### src/rtl/regfile_scoreboard.sv
// 32-entry register file with same-cycle writeback bypass and a per-register
// pending-write scoreboard that stalls issue on RAW hazards or a saturated counter.
module regfile_scoreboard #(
  parameter int DATA_SIZE = 32,
  parameter int PEND_W    = 2
) (
  input  logic                 clock,
  input  logic                 reset_n,
  input  logic [4:0]           WB_dest,
  input  logic [DATA_SIZE-1:0] WB_value,
  input  logic                 WB_WEenable,
  input  logic [4:0]           rs_addr,
  input  logic [4:0]           rt_addr,
  output logic [DATA_SIZE-1:0] rs_data,
  output logic [DATA_SIZE-1:0] rt_data,
  input  logic                 issue_valid,
  input  logic [4:0]           issue_dest,
  output logic                 stall,
  output logic                 pend_err
);

  localparam logic [PEND_W-1:0] CNT_MAX  = {PEND_W{1'b1}};
  localparam logic [PEND_W-1:0] CNT_ZERO = {PEND_W{1'b0}};
  localparam logic [PEND_W-1:0] CNT_ONE  = PEND_W'(1'b1);

  // Entry 0 of both arrays is never loaded, so it stays at its reset value of 0.
  logic [DATA_SIZE-1:0] mem_q [32];
  logic [DATA_SIZE-1:0] mem_d [32];
  logic [PEND_W-1:0]    cnt_q [32];
  logic [PEND_W-1:0]    cnt_d [32];
  logic [PEND_W-1:0]    eff_s [32];
  logic [31:0]          wb_hit_s;
  logic [31:0]          busy_s;
  logic [31:0]          inc_s;
  logic [31:0]          dec_s;
  logic                 issue_acc_s;
  logic                 pend_err_q;
  logic                 pend_err_d;

  always_comb begin
    for (int r = 0; r < 32; r++) begin
      wb_hit_s[r] = WB_WEenable && (WB_dest != 5'd0) && (WB_dest == 5'(r));
      if (wb_hit_s[r] && (cnt_q[r] != CNT_ZERO)) begin
        eff_s[r] = cnt_q[r] - CNT_ONE;
      end else begin
        eff_s[r] = cnt_q[r];
      end
      busy_s[r] = (eff_s[r] != CNT_ZERO);
    end
  end

  always_comb begin
    stall = issue_valid && (busy_s[rs_addr] || busy_s[rt_addr] ||
            ((issue_dest != 5'd0) && (eff_s[issue_dest] == CNT_MAX)));
    issue_acc_s = issue_valid && !stall;
  end

  // Read ports: r0 is hard zero, a writeback in flight wins over the array.
  always_comb begin
    if (rs_addr == 5'd0) begin
      rs_data = {DATA_SIZE{1'b0}};
    end else if (WB_WEenable && (WB_dest == rs_addr)) begin
      rs_data = WB_value;
    end else begin
      rs_data = mem_q[rs_addr];
    end
    if (rt_addr == 5'd0) begin
      rt_data = {DATA_SIZE{1'b0}};
    end else if (WB_WEenable && (WB_dest == rt_addr)) begin
      rt_data = WB_value;
    end else begin
      rt_data = mem_q[rt_addr];
    end
  end

  // Next-state for array and counters; counters saturate and flag instead of wrapping.
  always_comb begin
    pend_err_d = pend_err_q;
    for (int r = 0; r < 32; r++) begin
      inc_s[r] = issue_acc_s && (issue_dest != 5'd0) && (issue_dest == 5'(r));
      dec_s[r] = wb_hit_s[r] && (cnt_q[r] != CNT_ZERO);
      if (wb_hit_s[r]) begin
        mem_d[r] = WB_value;
      end else begin
        mem_d[r] = mem_q[r];
      end
      if (wb_hit_s[r] && (cnt_q[r] == CNT_ZERO)) begin
        pend_err_d = 1'b1;
      end else begin
        pend_err_d = pend_err_d;
      end
      case ({inc_s[r], dec_s[r]})
        2'b10: begin
          if (cnt_q[r] == CNT_MAX) begin
            cnt_d[r]   = cnt_q[r];
            pend_err_d = 1'b1;
          end else begin
            cnt_d[r] = cnt_q[r] + CNT_ONE;
          end
        end
        2'b01:   cnt_d[r] = cnt_q[r] - CNT_ONE;
        default: cnt_d[r] = cnt_q[r];
      endcase
    end
  end

  // State registers with synchronous active-low reset.
  always_ff @(posedge clock) begin
    if (!reset_n) begin
      for (int r = 0; r < 32; r++) begin
        mem_q[r] <= {DATA_SIZE{1'b0}};
        cnt_q[r] <= CNT_ZERO;
      end
      pend_err_q <= 1'b0;
    end else begin
      for (int r = 0; r < 32; r++) begin
        mem_q[r] <= mem_d[r];
        cnt_q[r] <= cnt_d[r];
      end
      pend_err_q <= pend_err_d;
    end
  end

  assign pend_err = pend_err_q;

endmodule

### config.mk
export PLATFORM = sky130hd
export DESIGN_NAME = regfile_scoreboard
export DESIGN_NICKNAME = d
export VERILOG_FILES = /design/src/rtl/regfile_scoreboard.sv
export SDC_FILE = /design/constraint.sdc
export NUM_CORES = 2
export LEC_CHECK = 0
export BUFFER_PORTS_ARGS = -buffer_cell sky130_fd_sc_hd__buf_2
export CORE_MARGIN = 5
export CORE_UTILIZATION = 45
export CTS_CLUSTER_DIAMETER = 50
export DETAILED_ROUTE_END_ITERATION = 8
export GPL_TIMING_DRIVEN = 0
export PLACE_DENSITY = 0.7
export SLEW_MARGIN = 20
export SYNTH_ARGS = -nofsm -noshare
export SYNTH_HDL_FRONTEND = slang
export SYNTH_SLANG_ARGS = --single-unit
### constraint.sdc
create_clock -name clock -period 5.5 [get_ports clock]
set_clock_uncertainty 0.15 [all_clocks]
set_input_delay 0.55 -clock clock [delete_from_list [all_inputs] [get_ports clock]]
set_output_delay 0.55 -clock clock [all_outputs]
set_load 0.05 [all_outputs]
## After elaboration in Yosys (flattened, before gate mapping)

Memories as Yosys holds them, arrays and structs flattened.
Index checks and enable logic that the tools add are counted.
W data, S select, Z words.

- Bits in registers: 1
- Bits in writable memories: 1,088
- Input bits: 56
- Output and inout bits: 66
- Word-level logic and storage cells: 901
- Memories kept: 2

Memories:

| name | words | width | rd ports | clocked after memory_dff | wr ports | RTL line | text |
|---|---|---|---|---|---|---|---|
| mem_q | 32 | 32 | 2 | 0 | 32 | 27 | `logic [DATA_SIZE-1:0] mem_q [32];` |
| cnt_q | 32 | 2 | 32 | 0 | 32 | 29 | `logic [PEND_W-1:0] cnt_q [32];` |

- Add/sub/neg operators: 64
- Magnitude comparators: 3
- Equality and inequality tests: 193
- Multiplexer cells: 301
- Bitwise gates (word level): 65
- Reductions and logical operators: 272

Operator list:

| operator | count |
|---|---|
| $mux W32 | 68 |
| $mux W2 | 98 |
| $eq A5 B5 Y1 const B | 32 |
| $logic_and A1 B1 Y1 | 135 |
| $eq A2 B2 Y1 const B | 65 |
| $pmux W2 S2 | 32 |
| $reduce_bool A2 Y1 | 64 |
| $mux W1 | 100 |
| $eq A5 B4 Y1 const B | 16 |
| $add A2 B1 Y2 const B | 32 |
| $eq A2 B1 Y1 const B | 32 |
| $logic_not A2 Y1 | 32 |
| $or A1 B1 Y1 | 64 |
| $reduce_and A2 Y1 | 32 |
| $sub A2 B1 Y2 const B | 32 |
| $eq A5 B3 Y1 const B | 8 |
| $ne A1 B1 Y1 const B | 32 |
| $eq A5 B2 Y1 const B | 4 |
| $logic_not A5 Y1 | 4 |
| $lt A5 B6 Y1 const B | 2 |
| $bmux W1 S5 | 2 |
| $bmux W2 S5 | 1 |
| $eq A5 B1 Y1 const B | 2 |
| $eq A5 B5 Y1 | 2 |
| other kinds (5) | 7 |

## Depth between registers and ports, before layout

- Depth after elaboration: 111
- Mapped depth: 17
- Depth with buffers taken out: 12

## Least setup slack after synthesis

OpenSTA, ideal clock, no wires.

- Path kind: input port to output port
- Start: input port WB_dest[1]
- End: output port stall
- Arrival time: 4.274 ns
- Data required time: 4.800 ns
- Path slack: 0.526 ns
- Stages: 14
- Buffers on the path: 6
- Cells stage by stage: buf_2 -> nand4bb_1 -> clkbuf_1 -> or3_1 -> buf_2 -> o311a_1 -> o41ai_2 -> a31oi_1 -> o311ai_1 -> buf_4 -> nor2_4 -> buf_6 -> buf_2 -> a21boi_0

- Longest elaborated chain between the ends: 12
- Elaborated cells on any way between the ends: 174
- Those cells by class: eq/ne (32); mux (39); reduce/logical (103)

RTL lines:

| element | RTL line | text |
|---|---|---|
| start, declared | 9 | `input logic [4:0] WB_dest,` |
| $reduce_bool A5 Y1 | 42 | `wb_hit_s[r] = WB_WEenable && (WB_dest != 5'd0) && (WB_dest == 5'(r));` |
| $logic_and A1 B1 Y1 (2 in series) | 42 |  |
| $logic_and A1 B1 Y1 | 43 | `if (wb_hit_s[r] && (cnt_q[r] != CNT_ZERO)) begin` |
| $mux W2 | 43 |  |
| $bmux W2 S5 | 54 | `((issue_dest != 5'd0) && (eff_s[issue_dest] == CNT_MAX)));` |
| $mux W2 (implied by the code) (2 in series) | 54 |  |
| $eq A2 B2 Y1 | 54 |  |
| $logic_and A1 B1 Y1 | 54 |  |
| $logic_or A1 B1 Y1 (*) | 53 | `stall = issue_valid && (busy_s[rs_addr] \|\| busy_s[rt_addr] \|\|` |
| $logic_and A1 B1 Y1 (*) | 53 |  |
| end, declared | 18 | `output logic stall,` |

Every way passes the cells marked *; elsewhere a longest branch is shown, timed or not. The select of a mux whose other input is x is not followed.

## Final worst setup path

- Start: input port rt_addr[0]
- End: output port rt_data[25]

- Longest elaborated chain between the ends: 4
- Elaborated cells on any way between the ends: 6
- Those cells by class: eq/ne (1); mux (2); reduce/logical (2); memory (1)

RTL lines:

| element | RTL line | text |
|---|---|---|
| start, declared | 13 | `input logic [4:0] rt_addr,` |
| branches (longest 3 deep; another with $mem_v2 Z32 W32) | -- |  |
| $mux W32 (*) | 67 | `if (rt_addr == 5'd0) begin` |
| end, declared | 15 | `output logic [DATA_SIZE-1:0] rt_data,` |

Mark *: on every way between the ends.

==> metrics.md <==
| Metric | Value |
|---|---|
| Die width | `approximately 370 microns` |
| Worst Hold Path Cells | `5` |
| Switching Fraction | `between 20% and 30%` |
| Combinational Power Share | `a little under a fifth` |
| Number of hold buffers added after cts | `0` |
| Worst Tran Pin Value | `1.29 ns` |
| R2R cell count | `15` |
| Slew HR | `between 10% and 20%` |
| Number of global-route vias before repair | `42397` |
| Mapped Area | `a little under 0.06 sq mm` |
| First DRT Iteration DRCs | `9843` |
| TritonCTS Buffers | `roughly 120` |
| Netlist cell types | `about 110` |
| Final min period | `between 5 and 6 ns` |
| First-pass GRT wire length | `between 300000 and 400000 microns` |
| Synth Instances | `4128` |
| Worst Path Required | `about 4.8 ns` |
| Site Rows | `approximately 130` |
| P&R area growth vs syn | `15.3%` |
| Avg WL per Cell | `around 40 microns` |
| H-tree depth | `3` |
| Post-layout util | `between 50% and 60%` |
| Ports | `~120` |
| Longest Clk Path Bufs | `3` |
| Met1 usage | `45.2%` |
| Avg Synthesized Cell Area | `~14 sq um` |
| WL final | `between 200000 and 300000 microns` |
| Endpoint class of the critical path | `output port` |
| Total die area | `roughly 0.14 sq mm` |
| Initial core utilization | `between 40% and 50%` |
| Static leakage | `between 20 and 25 nW` |
| Placer Congestion | `roughly 1.0` |
| Final hold vios | `0` |
| CP Launch Type | `primary input` |
| Clk sinks | `about 1100` |
| Pre-CTS setup slack | `-0.994 ns` |
| DRC | `0` |
| Top_reg_cell synth | `edfxtp_1` |
| CTS tree | `done` |
| Hold Path Class | `primary input to flop` |
| Core Area | `about 0.13 sq mm` |
| Max Cap Viol | `0` |
| Share of layout cells above drive strength 1 | `27.6%` |
| Post-synth EDFFs | `1024` |
| Met2 usage | `roughly 48%` |
| Final #Nets | `about 4600` |
| Placed cells | `6073` |
| DRT antenna net count | `0` |
| Sequential area share after synthesis | `a little over half` |
| Worst-path clk slew | `around 0.050 ns` |
| Setup WS post-layout | `-0.243 ns` |
| Placed cell areas | `about 0.064 sq mm` |
| Status | `finished, violations left` |
| Yosys warns | `0` |
| Max Slew Vio Count | `0` |
| Overflow after GRT | `0` |
| Final worst path period share | `104%` |
| Setup violations, final | `18` |
| Vias per inst | `approximately 7.2` |
| Cell Count, Final, Fillers Out | `6313` |
| Peak supply drop | `slightly above 0.3 mV` |
| Hpwl dp | `186000 microns` |
| Failing checks | `negative setup slack` |
| Die H | `~370 microns` |
| Flop pwr share | `between 40% and 50%` |
| Finished Cell Area | `just under 0.07 sq mm` |
| Initial antenna violation count | `20` |
| RSZ-0062 raised after global routing | `yes` |
| Switching pwr | `about 6.6 mW` |
| #FFs+latches synth | `1089` |
| Clock share of power | `a little under two fifths` |
| Internal power | `between 15 and 20 mW` |
| Crit-path max FO | `10` |
| GRT Total Usage | `between 30% and 40%` |
| M3 GR Usage | `between 20 and 25%` |
| Final Hold Slack | `about 0.28 ns` |
| Gr busiest metal | `met2` |
| Arr. time, crit path | `roughly 5.0 ns` |
| Pwr per Cell Area | `328 mW/mm^2` |
| Critical path type | `primary input to output port` |
| Largest net degree at the start of global routing | `27` |
| Latest clock arrival within the worst-skew pair | `about 0.78 ns` |
| CTS Root Cell | `clkbuf_16` |
| Asr flop ratio synth | `0%` |
| Max Clk Rate | `~170 MHz` |
| Port bufs | `between 100 and 150` |
| Via count | `between 40000 and 50000` |
| TritonRoute pass-1 iters | `9` |
| Fill count | `around 11000` |
==> critical path, cell delays in order <==
cell and delay (ns):
clkbuf_1 0.49, buf_2 0.53, buf_2 0.45, buf_2 0.65, mux4_2 0.74, mux4_2 0.50
mux2i_1 0.49, a211oi_1 0.29, buf_2 0.32
==> power by group through the flow <==
| stage | Combinational (mW) | Clock (mW) | Sequential (mW) |
|---|---|---|---|
| after floorplan | 2.19 | 0 | 9.99 |
| after global placement | 3.58 | 0 | 10.1 |
| after detailed placement | 3.75 | 0 | 10.1 |
| after CTS | 3.80 | 8.36 | 9.92 |
| after global routing | 4.04 | 8.70 | 9.98 |
| final | 4.07 | 8.41 | 9.94 |
==> Yosys cell counts (11+ instances only) <==
master	instances	area share (%)
a211oi_1	89	1.1
a21oi_1	33	0.28
a311oi_1	34	0.50
a31oi_1	37	0.39
a32oi_1	12	0.18
and2_1	29	0.31
and3_1	12	0.13
buf_1	77	0.49
buf_2	27	0.23
clkbuf_1	255	1.6
dfxtp_1	65	2.2
edfxtp_1	1024	52
ha_1	63	1.3
inv_1	112	0.71
mux2i_1	83	1.4
mux4_2	618	23
nand2_1	203	1.3
nand2b_1	11	0.12
nand3_1	84	0.71
nand4_1	29	0.31
nor2_1	722	4.6
nor3_1	42	0.35
nor4_1	45	0.48
o2111ai_1	13	0.19
o211ai_1	18	0.23
o21ai_0	51	0.43
o311ai_0	22	0.33
or2_2	15	0.16
or3_1	29	0.31
xnor2_1	14	0.21
==> cell usage in the layout (no fill, tap or decap), types with 29 or more instances in the layout <==
cell	n
a211oi_1	59
buf_2	170
nor2_1	721
a21oi_1	32
nor4_1	43
clkbuf_16	121
edfxtp_1	1024
nand3_1	82
a31oi_1	36
inv_1	112
a311oi_1	33
mux4_2	618
nand4_1	29
and2_1	29
nor3_1	42
mux2i_1	83
conb_1	32
o21ai_0	37
clkbuf_2	60
ha_1	63
nand2_1	186
clkbuf_1	225
dfxtp_1	65
buf_16	37
or3_1	29
==> kinds of logic after synthesis <==
| kind of cell | share of synthesized area (%) |
|---|---|
| mux | 25.0 |
| buf+inv | 3.22 |
| compound gates | 6.08 |
| flops | 54.1 |
| simple gates | 9.90 |
| other cells | 0.00633 |
| xor+xnor | 0.325 |
| fa+ha+maj | 1.33 |
==> metrics by stage <==
| stage | power, mW | setup TNS [ns] |
|---|---|---|
| final | 22.4 | -1.46 |
| after global routing | 22.7 | -0.0482 |
| after CTS | 22.1 | -0.0157 |
| after detailed placement | 13.8 | -36.60 |
| after global placement | 13.7 | -1307.58 |
| after floorplan | 12.2 | 0 |
==> flip-flops by register name (all words and copies together) (netlist names) <==
signal,flops
cnt_q,64
mem_q,1024
pend_err,1
==> final timing paths <==
path,slack [ns],end,startpoint
max,-0.24,rt_data[25],rt_addr[0]
min,0.28,pend_err,issue_valid
max reg2reg,0.06,cnt_q[0][5],cnt_q[0][20]
min reg2reg,0.33,cnt_q[0][1],cnt_q[0][1]
==> per-layer routing <==
metal | share of wire, % | wire length (microns) | vias up
met3 | 20 | 50500 | 902
met4 | 5.9 | 14800 | 18
met1 | 33 | 84400 | 22756
met5 | 0.088 | 221 | -
met2 | 41 | 102000 | 4828
li1 | - | - | 17158
==> cell type report <==
type                    instances  area, sq um  share of cell area (%)
clock buffers                 146         3150                    4.61
clock inverters                77          926                    1.36
well taps                    1755         2200                    3.22
multi-input cells            2586        25900                    38.0
inverters                     115          432                   0.632
plain buffers                 366         1670                    2.44
flip-flops and latches       1089        32100                    46.9
repair buffers                164         1890                    2.77
diodes                         15         37.5                  0.0550
==> timing repair <==
| item | in CTS | in global routing |
|---|---|---|
| pin swaps | 1 | 6 |
| buffers inserted | 1 | 3 |
| setup endpoints to repair | 65 | 47 |
| gates resized for setup | 65 | 66 |
Power figures use the tool's default switching activity.
